$ cat config.mk
export PLATFORM = sky130hd
export DESIGN_NAME = gb_alu_seq_sub
export DESIGN_NICKNAME = d
export VERILOG_FILES = /design/src/rtl/gb_alu_pkg.sv /design/src/rtl/gb_alu_sub4_slice.sv /design/src/rtl/gb_alu_seq_sub.sv
export SDC_FILE = /design/constraint.sdc
export NUM_CORES = 1
export LEC_CHECK = 0
export CAP_MARGIN = 30
export CORE_ASPECT_RATIO = 0.75
export CORE_UTILIZATION = 45
export CTS_CLUSTER_DIAMETER = 40
export DETAILED_ROUTE_END_ITERATION = 16
export GPL_TIMING_DRIVEN = 1
export PLACE_DENSITY = 0.76
export SYNTH_ARGS = -nofsm -noshare
export SYNTH_HDL_FRONTEND = slang
export SYNTH_SLANG_ARGS = --single-unit
$ cat constraint.sdc
create_clock -name i_clk -period 2.4 [get_ports i_clk]
set_input_delay 0.24 -clock i_clk [delete_from_list [all_inputs] [get_ports i_clk]]
set_output_delay 0.24 -clock i_clk [all_outputs]
set_load 0.1 [all_outputs]
$ cat src/rtl/gb_alu_pkg.sv
// Shared definitions for the GB ALU sequential subtract unit.
// Holds the FSM state encoding, nibble counts per operand width and the
// flag bit positions inside the F register.
package gb_alu_pkg;

  typedef enum logic [1:0] {
    ST_IDLE = 2'd0,
    ST_RUN  = 2'd1,
    ST_DONE = 2'd2
  } state_e;

  // Nibbles processed per operation
  localparam int NIB_BYTE = 2;
  localparam int NIB_WORD = 4;

  // Flag bit positions in the F register
  localparam int F_BIT_Z = 7;
  localparam int F_BIT_N = 6;
  localparam int F_BIT_H = 5;
  localparam int F_BIT_C = 4;

endpackage

$ cat src/rtl/gb_alu_sub4_slice.sv
// Purpose: combinational 4-bit a - b - borrow_in via a + ~b + ~borrow_in.
// Latency: 0 cycles (pure combinational). Backpressure: none.
// Ports: i_a/i_b nibble operands, i_borrow borrow-in, o_diff difference,
//        o_borrow borrow-out (inverse of the adder carry-out).
module gb_alu_sub4_slice (
  input  logic [3:0] i_a,
  input  logic [3:0] i_b,
  input  logic       i_borrow,
  output logic [3:0] o_diff,
  output logic       o_borrow
);

  logic [3:0] nb;
  logic [3:0] g;
  logic [3:0] p;
  logic [4:0] c;

  // Two-level carry lookahead on the inverted subtrahend; carry-in is
  // the complement of the borrow-in.
  always_comb begin
    nb   = ~i_b;
    g    = i_a & nb;
    p    = i_a ^ nb;
    c[0] = ~i_borrow;
    c[1] = g[0] | (p[0] & c[0]);
    c[2] = g[1] | (p[1] & g[0]) | (p[1] & p[0] & c[0]);
    c[3] = g[2] | (p[2] & g[1]) | (p[2] & p[1] & g[0])
         | (p[2] & p[1] & p[0] & c[0]);
    c[4] = g[3] | (p[3] & g[2]) | (p[3] & p[2] & g[1])
         | (p[3] & p[2] & p[1] & g[0])
         | (p[3] & p[2] & p[1] & p[0] & c[0]);
    o_diff   = p ^ c[3:0];
    o_borrow = ~c[4];
  end

endmodule

$ cat src/rtl/gb_alu_seq_sub.sv
// Purpose: nibble-serial SUB/SBC/CP (8 or 16 bit), LSB nibble first, Z/N/H/C flags.
// Latency: o_valid rises 2 cycles (byte) / MAX_NIB cycles (wide) after the accept edge.
// Backpressure: result, flags and o_wb held in DONE until i_ready; o_ready only in IDLE.
// Ports: i_valid/o_ready request handshake with i_a, i_b, i_wide, i_use_carry,
//        i_carry, i_cmp; o_valid/i_ready result handshake with o_result,
//        o_z/o_n/o_h/o_c flags and o_wb (write back unless CP).
module gb_alu_seq_sub
  import gb_alu_pkg::*;
#(
  parameter int MAX_NIB      = NIB_WORD,
  parameter int FLAG_H_NIB16 = 3
) (
  input  logic                   i_clk,
  input  logic                   i_rst,
  input  logic                   i_valid,
  output logic                   o_ready,
  input  logic [4*MAX_NIB-1:0]   i_a,
  input  logic [4*MAX_NIB-1:0]   i_b,
  input  logic                   i_wide,
  input  logic                   i_use_carry,
  input  logic                   i_carry,
  input  logic                   i_cmp,
  output logic                   o_valid,
  input  logic                   i_ready,
  output logic [4*MAX_NIB-1:0]   o_result,
  output logic                   o_z,
  output logic                   o_n,
  output logic                   o_h,
  output logic                   o_c,
  output logic                   o_wb
);

  localparam int W  = 4 * MAX_NIB;
  localparam int KW = (MAX_NIB > 1) ? $clog2(MAX_NIB) : 1;

  state_e           state_q,  state_d;
  logic [W-1:0]     a_q,      a_d;
  logic [W-1:0]     b_q,      b_d;
  logic             wide_q,   wide_d;
  logic             cmp_q,    cmp_d;
  logic             borrow_q, borrow_d;
  logic [KW-1:0]    k_q,      k_d;
  logic [W-1:0]     result_q, result_d;
  logic             h_q,      h_d;
  logic             c_q,      c_d;

  logic [KW+1:0]    nib_lo;
  logic [KW-1:0]    last_k;
  logic [KW-1:0]    h_k;
  logic [3:0]       slice_diff;
  logic             slice_borrow;
  logic             z_flag;

  // Low bit of the nibble currently being processed
  assign nib_lo = {k_q, 2'b00};

  // H is the borrow arriving at nibble 1 (byte) or nibble FLAG_H_NIB16
  // (wide), i.e. the borrow out of the nibble just below it.
  assign last_k = wide_q ? KW'(MAX_NIB - 1)      : KW'(NIB_BYTE - 1);
  assign h_k    = wide_q ? KW'(FLAG_H_NIB16 - 1) : KW'(0);

  gb_alu_sub4_slice u_slice (
    .i_a      (a_q[nib_lo +: 4]),
    .i_b      (b_q[nib_lo +: 4]),
    .i_borrow (borrow_q),
    .o_diff   (slice_diff),
    .o_borrow (slice_borrow)
  );

  always_comb begin
    state_d  = state_q;
    a_d      = a_q;
    b_d      = b_q;
    wide_d   = wide_q;
    cmp_d    = cmp_q;
    borrow_d = borrow_q;
    k_d      = k_q;
    result_d = result_q;
    h_d      = h_q;
    c_d      = c_q;

    case (state_q)
      ST_IDLE: begin
        if (i_valid) begin
          a_d = i_a;
          b_d = i_b;
          // Byte mode never looks at the upper operand bits
          if (!i_wide) begin
            a_d[W-1:8] = '0;
            b_d[W-1:8] = '0;
          end
          wide_d   = i_wide;
          cmp_d    = i_cmp;
          borrow_d = i_use_carry & i_carry;
          k_d      = '0;
          result_d = '0;
          h_d      = 1'b0;
          c_d      = 1'b0;
          state_d  = ST_RUN;
        end
      end
      ST_RUN: begin
        result_d[nib_lo +: 4] = slice_diff;
        borrow_d = slice_borrow;
        if (k_q == h_k) begin
          h_d = slice_borrow;
        end
        if (k_q == last_k) begin
          c_d     = slice_borrow;
          state_d = ST_DONE;
        end else begin
          k_d = k_q + KW'(1);
        end
      end
      ST_DONE: begin
        if (i_ready) begin
          state_d = ST_IDLE;
        end
      end
      default: state_d = ST_IDLE;
    endcase
  end

  always_ff @(posedge i_clk) begin
    if (i_rst) begin
      state_q  <= ST_IDLE;
      a_q      <= '0;
      b_q      <= '0;
      wide_q   <= 1'b0;
      cmp_q    <= 1'b0;
      borrow_q <= 1'b0;
      k_q      <= '0;
      result_q <= '0;
      h_q      <= 1'b0;
      c_q      <= 1'b0;
    end else begin
      state_q  <= state_d;
      a_q      <= a_d;
      b_q      <= b_d;
      wide_q   <= wide_d;
      cmp_q    <= cmp_d;
      borrow_q <= borrow_d;
      k_q      <= k_d;
      result_q <= result_d;
      h_q      <= h_d;
      c_q      <= c_d;
    end
  end

  // Upper byte of the result is cleared at accept, so only the active
  // width needs testing in byte mode.
  assign z_flag = wide_q ? (result_q == '0) : (result_q[7:0] == 8'h00);

  // Flags and writeback only assert while a result is being presented.
  assign o_ready  = (state_q == ST_IDLE);
  assign o_valid  = (state_q == ST_DONE);
  assign o_result = result_q;
  assign o_z      = o_valid & z_flag;
  assign o_n      = o_valid;
  assign o_h      = o_valid & h_q;
  assign o_c      = o_valid & c_q;
  assign o_wb     = o_valid & ~cmp_q;

endmodule

## Yosys cells after proc, flatten, opt, wreduce, memory -nomap -nowiden

Cells that the tools add are included.
Widths: inputs -> output; s select.

- Add/sub/neg operators: 2
- Equality and inequality tests: 9
- Shift operators: 4
- Muxes and demuxes: 22
- Bitwise logic cells: 38
- Reduce and logical (&&, ||, !) cells: 10

Operator list:

| cell | count |
|---|---|
| $pmux 16 s2 | 1 |
| $shiftx 16x5->4 | 2 |
| $and 1x1->1 | 21 |
| $bwmux 16 | 1 |
| $logic_not 16->1 | 1 |
| $mux 16 | 1 |
| $mux 8 | 2 |
| $shift 4x6->16 const A | 1 |
| $shiftx 4x6->16 | 1 |
| $mux 2 | 7 |
| $reduce_and 3->1 | 4 |
| $or 1x1->1 | 10 |
| $logic_not 8->1 | 1 |
| $ne 2x2->1 const B | 4 |
| $xor 4x4->4 | 2 |
| $neg 4->6 | 1 |
| $pmux 1 s2 | 3 |
| $pmux 2 s3 | 1 |
| $mux 1 | 5 |
| $and 4x4->4 | 1 |
| $eq 2x2->1 | 2 |
| $not 4->4 | 1 |
| $pmux 2 s2 | 1 |
| $reduce_and 2->1 | 2 |
| 7 further kinds | 9 |

- Register bits after elaboration: 57
- Input port bits: 40
- Output and inout bits: 23
- Word-level logic and storage cells: 95

## Depth between registers and ports, before layout

- Depth after elaboration: 11
- Depth in mapped cells: 9
- Gate-level depth less buffers: 8

## By module

Synthesis repeated with hierarchy kept, for this count alone.

- Cells, all modules: 294
- Area, all modules: 2716.4 µm²

By module, submodules not included:

| module | instances | cells each | area an instance (µm²) | sequential area each (µm²) |
|---|---|---|---|---|
| gb_alu_seq_sub | 1 | 270 | 2513.7 | 1141.1 |
| gb_alu_sub4_slice | 1 | 24 | 202.7 | 0.0 |

## Least setup slack after synthesis

Ideal clock, no wire load.

- Path kind: register to output
- Start: register state_q[0]
- End: output port o_z
- Arrival time: 2.933 ns
- Data required time: 2.160 ns
- Slack: -0.773 ns
- Stages on the path, launching flop included: 6
- Buffers on the path: 1
- Cell sequence: dfxtp_1 buf_4 nand2b_1 inv_1 nand3_1 a21oi_1

- Cells in the longest elaborated chain, start to end: 2

RTL lines:

| element | RTL line | source |
|---|---|---|
| start: declaration | gb_alu_seq_sub.sv:36 | `state_e state_q, state_d;` |
| start signal: assignment | gb_alu_seq_sub.sv:137 | `state_q <= state_d;` |
| $eq 2x2->1 | gb_alu_seq_sub.sv:156 | `assign o_valid = (state_q == ST_DONE);` |
| net o_n | gb_alu_seq_sub.sv:27 | `output logic o_n,` |
| $and 1x1->1 | gb_alu_seq_sub.sv:158 | `assign o_z = o_valid & z_flag;` |
| end: declaration | gb_alu_seq_sub.sv:26 | `output logic o_z,` |

The timed path passes the listed nets, and every way through them passes these cells.

## Worst setup path after layout

- Start: register k_q[0]
- End: register result_q[1] (netlist: o_result[1])

- Cells in the longest elaborated chain, start to end: 11
- Elaborated cells on any way between the ends: 26
- Those cells by class: add/sub: 1; shift: 4; mux: 2; bitwise: 19

RTL lines:

| element | RTL line | source |
|---|---|---|
| start: declaration | gb_alu_seq_sub.sv:42 | `logic [KW-1:0] k_q, k_d;` |
| start signal: assignment | gb_alu_seq_sub.sv:143 | `k_q <= k_d;` |
| $shiftx 16x5->4 | gb_alu_seq_sub.sv:64 | `.i_b (b_q[nib_lo +: 4]),` |
| $not 4->4 | gb_alu_sub4_slice.sv:21 | `nb = ~i_b;` |
| $xor 4x4->4 / $and 4x4->4 (equally long branches) | gb_alu_sub4_slice.sv:23, gb_alu_sub4_slice.sv:22 |  |
| $and 1x1->1 (on tied branches) | gb_alu_sub4_slice.sv:27, gb_alu_sub4_slice.sv:28 |  |
| $or 1x1->1, or another cell as far along | gb_alu_sub4_slice.sv:27 | `c[3] = g[2] \| (p[2] & g[1]) \| (p[2] & p[1] & g[0])` |
| $or 1x1->1 / $and 1x1->1 (equally long branches) | gb_alu_sub4_slice.sv:27, gb_alu_sub4_slice.sv:28 |  |
| $or 1x1->1 | gb_alu_sub4_slice.sv:28 | `\| (p[2] & p[1] & p[0] & c[0]);` |
| $xor 4x4->4 | gb_alu_sub4_slice.sv:32 | `o_diff = p ^ c[3:0];` |
| $shiftx 4x6->16 | gb_alu_seq_sub.sv:103 | `result_d[nib_lo +: 4] = slice_diff;` |
| $bwmux 16 (*) | gb_alu_seq_sub.sv:103 |  |
| $pmux 16 s2 (*) | gb_alu_seq_sub.sv:82 | `case (state_q)` |
| end signal: assignment | gb_alu_seq_sub.sv:144 | `result_q <= result_d;` |
| end: declaration | gb_alu_seq_sub.sv:43 | `logic [W-1:0] result_q, result_d;` |

Every way passes the cells marked *; elsewhere a longest branch is shown, timed or not.
A chain may end at the register's enable or synchronous reset.

==> flow_summary.yaml <==
outcome:
  status: "complete, no violations"
global_route:
  grtUsageTotal: 0.2323
  grt_pass1_vias: 2388
  grt_max_degree: 37
  grt-ovfl-total: 0
  antenna_found_initial: 0
  grt_pass1_wl_um: 11480
synthesis:
  synth_mux_area_frac: 0.06563
  synth_area_leader_cell: "dfxtp_1"
  synth_cells: 317
  synth_edf_count: 0
  yosys_warnings: 0
  synth_top_area_share: 0.4157
  synth_compound_area_frac: 0.1490
  ys_async_sr_fraction: 0
  syn_area_mm2: 0.002745
  synth-seq-area-share: 0.4157
  synth_most_common_cell: "nand2_1"
  synth.distinct_cells: 42
  synth_top_family_by_area: "simple AND/OR/NAND/NOR gates"
  synth.area.top_cells: "dfxtp_1 42%, nand2_1 7.9%, a21oi_1 7.8%"
  synth-seq-cells: 57
  syn_nets: 367
  synth_xor_area_frac: 0.01276
  synthSimpleGateAreaFrac: 0.2466
  synth_commonest_cells: "58 x nand2_1, 57 x dfxtp_1, 43 x a21oi_1"
  syn_avg_cell_area_um2: 8.660
  synth_fa_ha_area_frac: 0.04831
  ys.flop_type: "dfxtp_1"
timing:
  worstMarginPinSlew_ns: 0.5689
  drv_slew: 0
  fin_skew_ns: 0.007203
  whs_ns: 0.3230
  fin_crit_sh: 0.9403
  fmax_mhz: 443.1
  hold_viol_final: 0
  setup_viol: 0
  setup_tns_ns: 0
  grt_setup_unrepaired: "yes"
  min_period_ns: 2.257
  slew_headroom: 0.6195
min_path:
  min_path_type: "input port to register"
placement:
  port-buffer-count: 62
  dp_hpwl_um: 4868
  place.gp.congestion: 0.8321
die:
  coreArea_mm2: 0.005856
  ios: 63
  num_rows: 24
  die_h_um: 69.64
  initial_utilization: 0.4688
  die-area_mm2: 0.006420
  die_w_um: 92.19
power_and_ir_drop:
  leakagePower_nw: 1.435
  powerDensity_mw_per_mm2: 699.9
  fin_total_pwr_mw: 2.572
  vdd_ir_drop_max_mv: 0.3413
drt:
  via_count: 2415
  viasPerCell: 5.261
  drt_iter0_drc: 141
  drc: 0
  drt_first_pass_iters: 4
  wire_per_inst_um: 14.61
  ant_nets: 0
  wirelength_um: 6706
clock_tree:
  numCtsBuffers: 9
  clock_latency_ns: 0.34
  clockRootBuffer: "clkbuf_8"
  cts_buffer_depth: 2
  tritoncts: "done"
  clock_sinks: 57
  cts_setup_buffers: 0
  h-tree-depth: 3
  path_clk_slew_ns: 0.06
  cts_hold_buf: 0
setup_path:
  crit_path_end_kind: "register"
  path_cells: "buf_12 -> mux4_2 -> fa_1 -> xnor2_1 -> a22oi_1 -> nor2_1"
  crit_buf_inv: 1
  cp_slowest_stage_delay_ns: 0.52
  path_class: "register to register"
  critical_path_required_ns: 2.68
  critPathTopFamily: "multiplexers"
  cp-start-kind: "register"
  cp_slowest_cell: "mux4_2"
  cp_max_fo: 8
  critical_path_arrival_ns: 2.54
run:
  maxCapViolCount: 0
finish:
  drive_above_1_share: 0.1890
  diodes: 0
  nets: 427
  multiInputGateArea_mm2: 0.001485
  area_delta_synth_final_pct: 33.86
  n_fill_cell: 483
  seqCellArea_mm2: 0.001142
[repair_timing]
item / 4_1_cts / 5_1_grt
endpoints found under the setup margin: 0 / 11
gates resized for setup: 0 / 6
endpoints found under the hold margin: 0 / 0
[flip-flops by register name, indices dropped and copies added, names as in the netlist]
| signal | count |
|---|---|
| a_q | 16 |
| borrow_q | 1 |
| cmp_q | 1 |
| k_q | 2 |
| b_q | 16 |
| state_q | 2 |
| c_q | 1 |
| h_q | 1 |
| o_result | 16 |
| wide_q | 1 |
[stage by stage]
| step | utilization | area (µm²) | cells | setup WS [ns] |
|---|---|---|---|---|
| global placement | 0.5840 | 3420 | 444 | 0.1337 |
| global route | 0.6276 | 3675 | 459 | -0.009677 |
| detailed placement | 0.5840 | 3420 | 444 | 0.07477 |
| CTS | 0.6205 | 3633 | 459 | 0.07871 |
| finish | 0.6276 | 3675 | 459 | 0.1433 |
| floorplan | - | 2756 | 317 | 0.005514 |
[final timing paths]
kind / startpoint / end / slack [ns] / cells past startpoint
max: k_q[0] / o_result[1] / 0.14 / 6
min: i_rst / o_result[2] / 0.32 / 2
max reg2reg: k_q[0] / o_result[1] / 0.14 / 6
min reg2reg: b_q[13] / b_q[13] / 0.45 / 2
[power by group]
part / leakage, nW / internal, mW / switching [mW]
Sequential: 0.465 / 0.994 / 0.0381
Combinational: 0.859 / 0.254 / 0.331
Clock: 0.112 / 0.585 / 0.371
Total: 1.44 / 1.83 / 0.740
[layer usage]
layer,vias to the layer above,wire [µm],track usage,part of all wire
met3,8,425,0.08114,0.063
met4,0,66,0.06944,0.0098
met2,50,3126,0.3483,0.47
met5,-,0,0,0
met1,1144,3087,0.3151,0.46
li1,1213,-,-,-
[cell type report]
class / instances / area share
Clock buffer: 13 / 0.04869
Timing Repair Buffer: 69 / 0.1900
Multi-Input combinational cell: 230 / 0.4042
Tap cell: 78 / 0.02656
Clock inverter: 2 / 0.009534
Sequential cell: 57 / 0.3109
Inverter: 10 / 0.01021
[cell families after synthesis]
| group | after synthesis |
|---|---|
| buffers and inverters | 30 |
| XOR/XNOR | 4 |
| AND/OR/NAND/NOR | 139 |
| AO/OA/AOI/OAI | 69 |
| multiplexers | 8 |
| flip-flops | 57 |
| adder cells (fa/ha/maj) | 10 |
[cells in the final DEF (no fill, tap or decap), types with 3 or more instances in the layout]
| cell | count |
|---|---|
| a21o_1 | 5 |
| a21oi_1 | 42 |
| a22oi_1 | 8 |
| and3_1 | 4 |
| buf_12 | 7 |
| buf_4 | 23 |
| clkbuf_8 | 13 |
| clkdlybuf4s50_1 | 38 |
| dfxtp_1 | 56 |
| ha_1 | 7 |
| inv_1 | 10 |
| mux4_2 | 8 |
| nand2_1 | 58 |
| nand2b_1 | 3 |
| nand3_1 | 25 |
| nor2_1 | 27 |
| nor4_1 | 4 |
| o21ai_1 | 5 |
| xnor2_1 | 3 |
(Power assumes the default switching activity.)
